[config.mk]
export PLATFORM = sky130hd
export DESIGN_NAME = lsu_align_flat
export DESIGN_NICKNAME = d
export VERILOG_FILES = /design/src/rtl/lsu_align_if.sv /design/src/rtl/lsu_align.sv /design/src/flat_wrapper.sv
export SDC_FILE = /design/constraint.sdc
export NUM_CORES = 1
export LEC_CHECK = 0
export BUFFER_PORTS_ARGS = -buffer_cell sky130_fd_sc_hd__buf_2
export CAP_MARGIN = 20
export CORE_ASPECT_RATIO = 0.75
export CORE_MARGIN = 5
export CORE_UTILIZATION = 44
export DETAILED_ROUTE_END_ITERATION = 12
export PLACE_DENSITY = 0.77
export SKIP_LAST_GASP = 1
export SLEW_MARGIN = 10
export SYNTH_ARGS = -nofsm -noshare
export SYNTH_HDL_FRONTEND = slang
export SYNTH_SLANG_ARGS = --single-unit
[constraint.sdc]
create_clock -name clk -period 1.8 [get_ports clk]
set_clock_uncertainty 0.05 [all_clocks]
set_input_delay 0.18 -clock clk [delete_from_list [all_inputs] [get_ports clk]]
set_output_delay 0.18 -clock clk [all_outputs]
set_load 0.02 [all_outputs]
[src/rtl/lsu_align_if.sv]
// Core-side request/response and data-memory port signals of the load/store alignment unit.
interface lsu_align_if;
    logic        req_valid;
    logic        req_ready;
    logic        req_we;
    logic [2:0]  req_funct3;
    logic [31:0] req_addr;
    logic [31:0] req_wdata;
    logic        rsp_valid;
    logic [31:0] rsp_rdata;
    logic        rsp_err;
    logic        stall;
    logic        mem_req;
    logic        mem_we;
    logic [31:0] mem_addr;
    logic [31:0] mem_wdata;
    logic [3:0]  mem_be;
    logic        mem_ack;
    logic [31:0] mem_rdata;

    // The unit itself.
    modport slave (
        input  req_valid, req_we, req_funct3, req_addr, req_wdata, mem_ack, mem_rdata,
        output req_ready, rsp_valid, rsp_rdata, rsp_err, stall,
               mem_req, mem_we, mem_addr, mem_wdata, mem_be
    );

    // Core plus data memory surrounding the unit.
    modport master (
        output req_valid, req_we, req_funct3, req_addr, req_wdata, mem_ack, mem_rdata,
        input  req_ready, rsp_valid, rsp_rdata, rsp_err, stall,
               mem_req, mem_we, mem_addr, mem_wdata, mem_be
    );
endinterface

[src/rtl/lsu_align.sv]
// Load/store alignment unit: byte-lane steering, sub-word extension and
// req/ack sequencing toward a word-addressed data memory.
module lsu_align #(
    parameter int unsigned TIMEOUT = 255
) (
    input logic        clk,
    input logic        rst_n,
    lsu_align_if.slave bus
);
    localparam int unsigned      CNT_W    = (TIMEOUT > 1) ? $clog2(TIMEOUT + 1) : 1;
    localparam logic [CNT_W-1:0] CNT_LAST = CNT_W'(TIMEOUT - 1);

    typedef enum logic [1:0] {IDLE, ACCESS, RESP} state_t;

    state_t           state_q, state_d;
    logic [CNT_W-1:0] cnt_q, cnt_d;
    logic [2:0]       funct3_q, funct3_d;
    logic [1:0]       off_q, off_d;
    logic             mem_req_q, mem_req_d;
    logic             mem_we_q, mem_we_d;
    logic [31:0]      mem_addr_q, mem_addr_d;
    logic [31:0]      mem_wdata_q, mem_wdata_d;
    logic [3:0]       mem_be_q, mem_be_d;
    logic             rsp_valid_q, rsp_valid_d;
    logic [31:0]      rsp_rdata_q, rsp_rdata_d;
    logic             rsp_err_q, rsp_err_d;

    // Reserved funct3 codes, unsigned stores and naturally misaligned accesses.
    function automatic logic illegal(input logic we, input logic [2:0] f3, input logic [1:0] off);
        logic bad;
        bad = 1'b0;
        if (f3 == 3'b011 || f3 == 3'b110 || f3 == 3'b111) bad = 1'b1;
        if (we && f3[2]) bad = 1'b1;
        if (f3[1:0] == 2'b01 && off[0]) bad = 1'b1;
        if (f3[1:0] == 2'b10 && off != 2'b00) bad = 1'b1;
        return bad;
    endfunction

    function automatic logic [31:0] steer_data(input logic [1:0] sz, input logic [1:0] off,
                                               input logic [31:0] w);
        logic [31:0] m;
        case (sz)
            2'b00:   m = {24'd0, w[7:0]};
            2'b01:   m = {16'd0, w[15:0]};
            default: m = w;
        endcase
        return m << {off, 3'b000};
    endfunction

    function automatic logic [3:0] steer_be(input logic [1:0] sz, input logic [1:0] off);
        logic [3:0] be;
        case (sz)
            2'b00:   be = 4'b0001 << off;
            2'b01:   be = 4'b0011 << off;
            default: be = 4'b1111;
        endcase
        return be;
    endfunction

    function automatic logic [31:0] load_extend(input logic [2:0] f3, input logic [1:0] off,
                                                input logic [31:0] d);
        logic [31:0] s;
        logic [31:0] r;
        s = d >> {off, 3'b000};
        case (f3)
            3'b000:  r = {{24{s[7]}}, s[7:0]};
            3'b001:  r = {{16{s[15]}}, s[15:0]};
            3'b100:  r = {24'd0, s[7:0]};
            3'b101:  r = {16'd0, s[15:0]};
            default: r = s;
        endcase
        return r;
    endfunction

    always_ff @(posedge clk) begin
        if (!rst_n) begin
            state_q     <= IDLE;
            cnt_q       <= '0;
            funct3_q    <= '0;
            off_q       <= '0;
            mem_req_q   <= 1'b0;
            mem_we_q    <= 1'b0;
            mem_addr_q  <= '0;
            mem_wdata_q <= '0;
            mem_be_q    <= '0;
            rsp_valid_q <= 1'b0;
            rsp_rdata_q <= '0;
            rsp_err_q   <= 1'b0;
        end else begin
            state_q     <= state_d;
            cnt_q       <= cnt_d;
            funct3_q    <= funct3_d;
            off_q       <= off_d;
            mem_req_q   <= mem_req_d;
            mem_we_q    <= mem_we_d;
            mem_addr_q  <= mem_addr_d;
            mem_wdata_q <= mem_wdata_d;
            mem_be_q    <= mem_be_d;
            rsp_valid_q <= rsp_valid_d;
            rsp_rdata_q <= rsp_rdata_d;
            rsp_err_q   <= rsp_err_d;
        end
    end

    // Next state and next registered outputs; the memory port holds its value
    // for the whole ACCESS phase and is cleared on leaving it.
    always_comb begin
        state_d     = state_q;
        cnt_d       = cnt_q;
        funct3_d    = funct3_q;
        off_d       = off_q;
        mem_req_d   = mem_req_q;
        mem_we_d    = mem_we_q;
        mem_addr_d  = mem_addr_q;
        mem_wdata_d = mem_wdata_q;
        mem_be_d    = mem_be_q;
        rsp_valid_d = 1'b0;
        rsp_rdata_d = '0;
        rsp_err_d   = 1'b0;

        case (state_q)
            IDLE: begin
                if (bus.req_valid) begin
                    funct3_d = bus.req_funct3;
                    off_d    = bus.req_addr[1:0];
                    if (illegal(bus.req_we, bus.req_funct3, bus.req_addr[1:0])) begin
                        state_d     = RESP;
                        rsp_valid_d = 1'b1;
                        rsp_err_d   = 1'b1;
                    end else begin
                        state_d     = ACCESS;
                        cnt_d       = '0;
                        mem_req_d   = 1'b1;
                        mem_we_d    = bus.req_we;
                        mem_addr_d  = {bus.req_addr[31:2], 2'b00};
                        mem_wdata_d = bus.req_we ? steer_data(bus.req_funct3[1:0], bus.req_addr[1:0],
                                                              bus.req_wdata) : 32'd0;
                        mem_be_d    = bus.req_we ? steer_be(bus.req_funct3[1:0], bus.req_addr[1:0])
                                                 : 4'b1111;
                    end
                end
            end
            ACCESS: begin
                if (bus.mem_ack) begin
                    state_d     = RESP;
                    rsp_valid_d = 1'b1;
                    rsp_rdata_d = mem_we_q ? 32'd0 : load_extend(funct3_q, off_q, bus.mem_rdata);
                end else if (TIMEOUT != 0 && cnt_q == CNT_LAST) begin
                    state_d     = RESP;
                    rsp_valid_d = 1'b1;
                    rsp_err_d   = 1'b1;
                end else if (TIMEOUT != 0) begin
                    cnt_d = cnt_q + CNT_W'(1);
                end
                if (state_d == RESP) begin
                    mem_req_d   = 1'b0;
                    mem_we_d    = 1'b0;
                    mem_addr_d  = '0;
                    mem_wdata_d = '0;
                    mem_be_d    = '0;
                end
            end
            RESP:    state_d = IDLE;
            default: state_d = IDLE;
        endcase
    end

    assign bus.req_ready = (state_q == IDLE);
    assign bus.stall     = (state_q != IDLE);
    assign bus.mem_req   = mem_req_q;
    assign bus.mem_we    = mem_we_q;
    assign bus.mem_addr  = mem_addr_q;
    assign bus.mem_wdata = mem_wdata_q;
    assign bus.mem_be    = mem_be_q;
    assign bus.rsp_valid = rsp_valid_q;
    assign bus.rsp_rdata = rsp_rdata_q;
    assign bus.rsp_err   = rsp_err_q;
endmodule
[src/flat_wrapper.sv]
// flat-port wrapper written by rule: the top's interface ports become plain ports
module lsu_align_flat 
#(
    parameter int unsigned TIMEOUT = 255
)
  (clk, rst_n, bus_req_valid, bus_req_we, bus_req_funct3, bus_req_addr, bus_req_wdata, bus_mem_ack, bus_mem_rdata, bus_req_ready, bus_rsp_valid, bus_rsp_rdata, bus_rsp_err, bus_stall, bus_mem_req, bus_mem_we, bus_mem_addr, bus_mem_wdata, bus_mem_be);
  lsu_align_if bus_i ();
  input logic clk;
  input logic rst_n;
  input wire logic [$bits(bus_i.req_valid)-1:0] bus_req_valid;
  input wire logic [$bits(bus_i.req_we)-1:0] bus_req_we;
  input wire logic [$bits(bus_i.req_funct3)-1:0] bus_req_funct3;
  input wire logic [$bits(bus_i.req_addr)-1:0] bus_req_addr;
  input wire logic [$bits(bus_i.req_wdata)-1:0] bus_req_wdata;
  input wire logic [$bits(bus_i.mem_ack)-1:0] bus_mem_ack;
  input wire logic [$bits(bus_i.mem_rdata)-1:0] bus_mem_rdata;
  output wire logic [$bits(bus_i.req_ready)-1:0] bus_req_ready;
  output wire logic [$bits(bus_i.rsp_valid)-1:0] bus_rsp_valid;
  output wire logic [$bits(bus_i.rsp_rdata)-1:0] bus_rsp_rdata;
  output wire logic [$bits(bus_i.rsp_err)-1:0] bus_rsp_err;
  output wire logic [$bits(bus_i.stall)-1:0] bus_stall;
  output wire logic [$bits(bus_i.mem_req)-1:0] bus_mem_req;
  output wire logic [$bits(bus_i.mem_we)-1:0] bus_mem_we;
  output wire logic [$bits(bus_i.mem_addr)-1:0] bus_mem_addr;
  output wire logic [$bits(bus_i.mem_wdata)-1:0] bus_mem_wdata;
  output wire logic [$bits(bus_i.mem_be)-1:0] bus_mem_be;
  assign bus_i.req_valid = bus_req_valid;
  assign bus_i.req_we = bus_req_we;
  assign bus_i.req_funct3 = bus_req_funct3;
  assign bus_i.req_addr = bus_req_addr;
  assign bus_i.req_wdata = bus_req_wdata;
  assign bus_i.mem_ack = bus_mem_ack;
  assign bus_i.mem_rdata = bus_mem_rdata;
  assign bus_req_ready = bus_i.req_ready;
  assign bus_rsp_valid = bus_i.rsp_valid;
  assign bus_rsp_rdata = bus_i.rsp_rdata;
  assign bus_rsp_err = bus_i.rsp_err;
  assign bus_stall = bus_i.stall;
  assign bus_mem_req = bus_i.mem_req;
  assign bus_mem_we = bus_i.mem_we;
  assign bus_mem_addr = bus_i.mem_addr;
  assign bus_mem_wdata = bus_i.mem_wdata;
  assign bus_mem_be = bus_i.mem_be;
  lsu_align #(.TIMEOUT(TIMEOUT)) u_core (.clk(clk), .rst_n(rst_n), .bus(bus_i));
endmodule
Word level (Yosys, flattened, before mapping) --
Index checks and enable logic that the tools add are counted.
Cells by class: shift operators 4, bitwise gates (word level) 3, magnitude comparators 0, div/mod/pow operators 0, $add $sub $neg 1, muxes and demuxes 50, reduce and logical (&&, ||, !) cells 15, equal/unequal tests 16, multiply operators 0
Operators by type and width (count):
- two-way mux 32 bit | 9
- case mux 32 bit (2 select lines) | 3
- case mux 32 bit (4 select lines) | 1
- two-way mux 8 bit | 4
- left shift 32 x 5 -> 32 bit | 1
- right shift 32 x 5 -> 32 bit | 1
- two-way mux 1 bit | 16
- two-way mux 4 bit | 4
- case mux 4 bit (2 select lines) | 2
- case mux 8 bit (2 select lines) | 1
- equality test 3 bit (second input constant) | 4
- two-way mux 2 bit | 5
- adder 8 x 1 -> 8 bit (second input constant) | 1
- equality test 8 bit (second input constant) | 1
- != test 2 bit (second input constant) | 4
- case mux 1 bit (2 select lines) | 4
- nonzero test 2 bit | 3
- AND reduction 5 bit | 1
- equality test 2 x 1 -> 1 bit (second input constant) | 2
- equality test 2 bit (second input constant) | 2
- logical NOT 2 bit | 2
- case mux 2 bit (2 select lines) | 1
- AND reduction 4 bit | 1
- OR reduction 4 bit | 1
- other kinds (10) | 15
Word-level totals: RAM bits 0, bits in latches 0, memory bits (read-only) 0, flip-flop bits (word level) 119, logic and storage cells 101, memories kept 0, bits of input ports 104

Logic depth before layout (Yosys ltp) --
depth after elaboration 17, depth in mapped cells 8, gate-level depth less buffers 7

Worst setup path before layout --
OpenSTA, ideal clock, no wires.
kind register to register, start reg u_core.state_q[1], end reg u_core.cnt_q[7], stages on the path, launching flop included 7, arrival 1615 ps, path buffers 0, slack 15 ps, cell sequence dfxtp_1 > or2_2 > inv_1 > o21ai_2 > a2111oi_2 > xnor2_1 > nor2_1
On the way: word-level cells in the longest chain between the ends 3, elaborated cells on any way between the ends 9, classes of those cells eq/ne (5); mux (1); reduce/logical (3)
Ends and longest elaborated chain:
- start: declaration | line lsu_align.sv:15 | state_t state_q, state_d;
- start signal: assignment | line lsu_align.sv:90 | state_q <= state_d;
- logical NOT 2 bit (*)
- net bus_req_ready | line flat_wrapper.sv:17 | output wire logic [$bits(bus_i.req_ready)-1:0] bus_req_ready;
- != test 2 bit (no line) or nonzero test 2 bit (tied branches)
- AND reduction 5 bit (no line)
- end signal: assignment | line lsu_align.sv:91 | cnt_q <= cnt_d;
- end: declaration | line lsu_align.sv:16 | logic [CNT_W-1:0] cnt_q, cnt_d;
Mark *: on every way through the listed nets, which the timed path passes. The rest lies on a longest branch. A chain may end at the register's enable or synchronous reset.

Worst setup path after layout --
start reg u_core.cnt_q[1], end reg u_core.mem_wdata_q[15] (netlist: u_core.bus.mem_wdata[15])
On the way: word-level cells in the longest chain between the ends 7
Ends and longest elaborated chain:
- equality test 8 bit | line lsu_align.sv:148 | end else if (TIMEOUT != 0 && cnt_q == CNT_LAST) begin
- two-way mux 2 bit | line lsu_align.sv:148
- two-way mux 2 bit | line lsu_align.sv:144 | if (bus.mem_ack) begin
- two-way mux 2 bit | line lsu_align.sv:121 | case (state_q)
- equality test 2 bit | line lsu_align.sv:155 | if (state_d == RESP) begin
- != test 2 x 1 -> 1 bit (no line)
- AND reduction 4 bit (no line)
- end signal: assignment | line lsu_align.sv:97 | mem_wdata_q <= mem_wdata_d;
- end: declaration | line lsu_align.sv:22 | logic [31:0] mem_wdata_q, mem_wdata_d;
Every way passes these cells. The select of a mux whose other input is x is not followed.

==> results.cfg <==
[clocking]
clkTransAtPathRegs_ns = 0.06
numCtsBuffers = 17
h-tree-depth = 4
tritoncts = done
cts_root_buffer = clkbuf_16
clock_path_buffers = 2
clk_latency_ns = 0.40
cts.sinks = 117

[route]
first_iter_violations = 340
ant_nets = 0
firstDrtPassIters = 5
vias = 5255
drc = 0
wl_mm = 16.9
wire_per_inst_um = 17.1
via_per_inst = 5.30

[synthesis]
yosysTopAreaCell = dfxtp_1
netlist_area_um2 = 5190
yosysUniqueCellTypes = 56
synth-seq-area-share_pct = 45.2
synth-async-reset-ratio_pct = 0
avgSynthCellArea_um2 = 9.52
synth-main-ff-cell = dfxtp_1
synth_cells = 545
yosysTopAreaCellShare_pct = 45.2
synth_edf_count = 0
ys_top_cells_by_area = dfxtp_1, mux2i_1, a22o_1
ys_ff_latch = 117
yosys.cell_count.top_type = dfxtp_1
synthTopCellsByCount = dfxtp_1, nor2_1, nand2_1
yosys_warnings = 0

[timing]
worst_pin_slew_ns = 0.629
finalHoldViolCount = 0
relSlewSlack_pct = 58.0
setup_violations = 0
layout_min_cycle_time_ns = 1.70
slew_viol_final = 0
max_freq_ghz = 0.587
finalCritPeriodShare_pct = 94.7
rsz0062_at_grt = yes

[placed_design]
placement.cell_area_um2 = 6530
dp_hpwl_mm = 12.0
gp_congestion = 0.884
io_buffers = 207

[die]
die_h_um = 104
die_w_um = 135
rows = 34
io-pin-count = 210
dieArea_um2 = 14100
initial_core_util_pct = 44.8
fp.coreArea_um2 = 11600

[setup_path]
startpoint_type = flip-flop
slowest_stage = dfxtp_1
worst_path_largest_cell_delay_ns = 0.35
rr_startpoint = u_core.cnt_q[1]$_SDFFE_PN0P_
required_ns = 2.06
cp-startpoint = u_core.cnt_q[1]$_SDFFE_PN0P_
cp_cell_sequence = ha_1 -> nand3_2 -> o21ai_4 -> o211ai_4 -> buf_12 -> o41ai_2
r2r_setup_slack_ns = 0.1
cp.arrival_ns = 1.96
worstPathMaxFanout = 33
cp-endpoint = u_core.bus.mem_wdata[15]$_SDFFE_PN0P_
critPathCaptureType = flip-flop
path_class = reg -> reg
r2r_end = u_core.bus.mem_wdata[15]$_SDFFE_PN0P_
reg2regPathDepth = 6

[global_routing]
grt_max_degree = 38
grt_overflow = 0
grt_pass1_wl_mm = 27.0
grt_pass1_vias = 5457
track_usage_pct = 23.4
antenna_found_initial = 0

[run]
maxCapViolations = 0

[cells_and_area]
fill_cells = 896
synthToLayoutAreaGrowth_pct = 49.6
nets = 922
design_area_um2 = 7760
layout-drive-gt1-share_pct = 40.9
antennaDiodeCount = 0

[worst_hold_path]
min_path_type = in -> reg

[status]
status = finished clean

[power]
power.density_nw_per_um2 = 972
p_leak_uw = 0.00356
peakVddDrop_uv = 747
power_uw = 7540
[layer usage]
metal  global-route usage, %  vias to the layer above  share of wire, %  routed length [µm]
met1                    28.4                     2441                41                6940
li1                        -                     2515                 -                   -
met5                       0                        -                 0                   0
met2                    39.4                      278                48                8170
met4                    6.83                        0               1.4                 244
met3                    7.74                       21               9.3                1570
[what timing repair did]
item | CTS | global route
resized for setup | 1 | 16
hold endpoints to repair | 42 | 0
pin swaps | 1 | 4
hold buffers | 42 | 0
endpoints found under the setup margin | 9 | 88
buffers inserted | 3 | 4
cloned | 0 | 1
[metrics by stage]
step,setup slack [ns],setup TNS (ns),cells,hold WS (ns),utilization [%]
floorplan,0.0148,0,546,0.253,-
global placement,0.0786,0,909,0.346,56.5
detailed placement,-0.0748,-0.123,909,0.353,56.5
CTS,-0.00212,-0.00212,986,0.000846,65.8
global route,-0.0619,-0.127,991,0.0241,67.1
finish,0.0953,0,991,0.0233,67.1
[worst max-delay path: cells and delay by family, from the launching register on]
kind | cells | cell delay (ns)
adder cells (fa/ha/maj) | 1 | 0.17
buffers and inverters | 1 | 0.19
AND/OR/NAND/NOR | 1 | 0.11
flip-flops | 1 | 0.35
AO/OA/AOI/OAI | 3 | 0.74
[worst min path at each step]
| stage | slack (ns) | cells past startpoint | startpoint | end |
|---|---|---|---|---|
| CTS | 0.0008 | 3 | bus_req_wdata[6] | u_core.bus.mem_wdata[6]$_SDFFE_PN0P_ |
| finish | 0.02 | 3 | bus_req_wdata[6] | u_core.bus.mem_wdata[6]$_SDFFE_PN0P_ |
| global route | 0.02 | 3 | bus_req_wdata[6] | u_core.bus.mem_wdata[6]$_SDFFE_PN0P_ |
| floorplan | 0.25 | 2 | bus_req_wdata[0] | u_core.bus.mem_wdata[0]$_SDFFE_PN0P_ |
| detailed placement | 0.35 | 2 | bus_req_addr[8] | u_core.bus.mem_addr[8]$_SDFFE_PN0P_ |
| global placement | 0.35 | 2 | bus_req_addr[31] | u_core.bus.mem_addr[31]$_SDFFE_PN0P_ |
[report_power, final]
part | leakage, µW | switching (µW) | internal [µW]
Sequential | 0.000949 | 53.7 | 2680
Combinational | 0.00232 | 680 | 545
Clock | 0.000298 | 1190 | 2390
Total | 0.00356 | 1930 | 5620
[state kept, by name, summed over array words and instances (netlist names)]
signal and cells:
u_core.bus.mem_wdata 32, u_core.bus.rsp_rdata 32, u_core.bus.mem_addr 30, u_core.cnt_q 8
u_core.bus.mem_be 4, u_core.funct3_q 3, u_core.off_q 2, u_core.state_q 2
u_core.bus.mem_req 1, u_core.bus.mem_we 1, u_core.bus.rsp_err 1, u_core.bus.rsp_valid 1
[cell type report]
class                   instances  area (µm²)  share of cell area [%]
clock inverters                12         178                    2.29
clock buffers                  20         457                    5.89
well taps                     162         203                    2.61
multi-input cells             379        2650                    34.2
inverters                       7        26.3                   0.339
repair buffers                294        1900                    24.5
flip-flops and latches        117        2340                    30.2
[cells in the final DEF (no fill, tap or decap), types with 18 or more instances in the layout]
cell	count
dlygate4sd3_1	42
a21oi_1	38
a22oi_1	18
nand3_1	28
mux2i_1	30
mux2_2	19
o21ai_0	19
buf_4	36
dfxtp_1	115
buf_2	207
nor2_1	54
clkbuf_16	18
nand2_1	47
a22o_1	32
[cells by family (layout without fill, tap and decap cells)]
logic type	Yosys count	after routing	synth area share [%]
AOI/OAI and AO/OA	156	156	23.1
xor gates and xnor gates	5	5	0.844
adders and majority gates	2	2	0.482
buffers and inverters	50	333	5.28
DFF	117	117	45.2
muxes	49	49	9.92
other	1	2	0.0723
and+or+nand+nor	165	165	15.2
(Power assumes the default switching activity.)
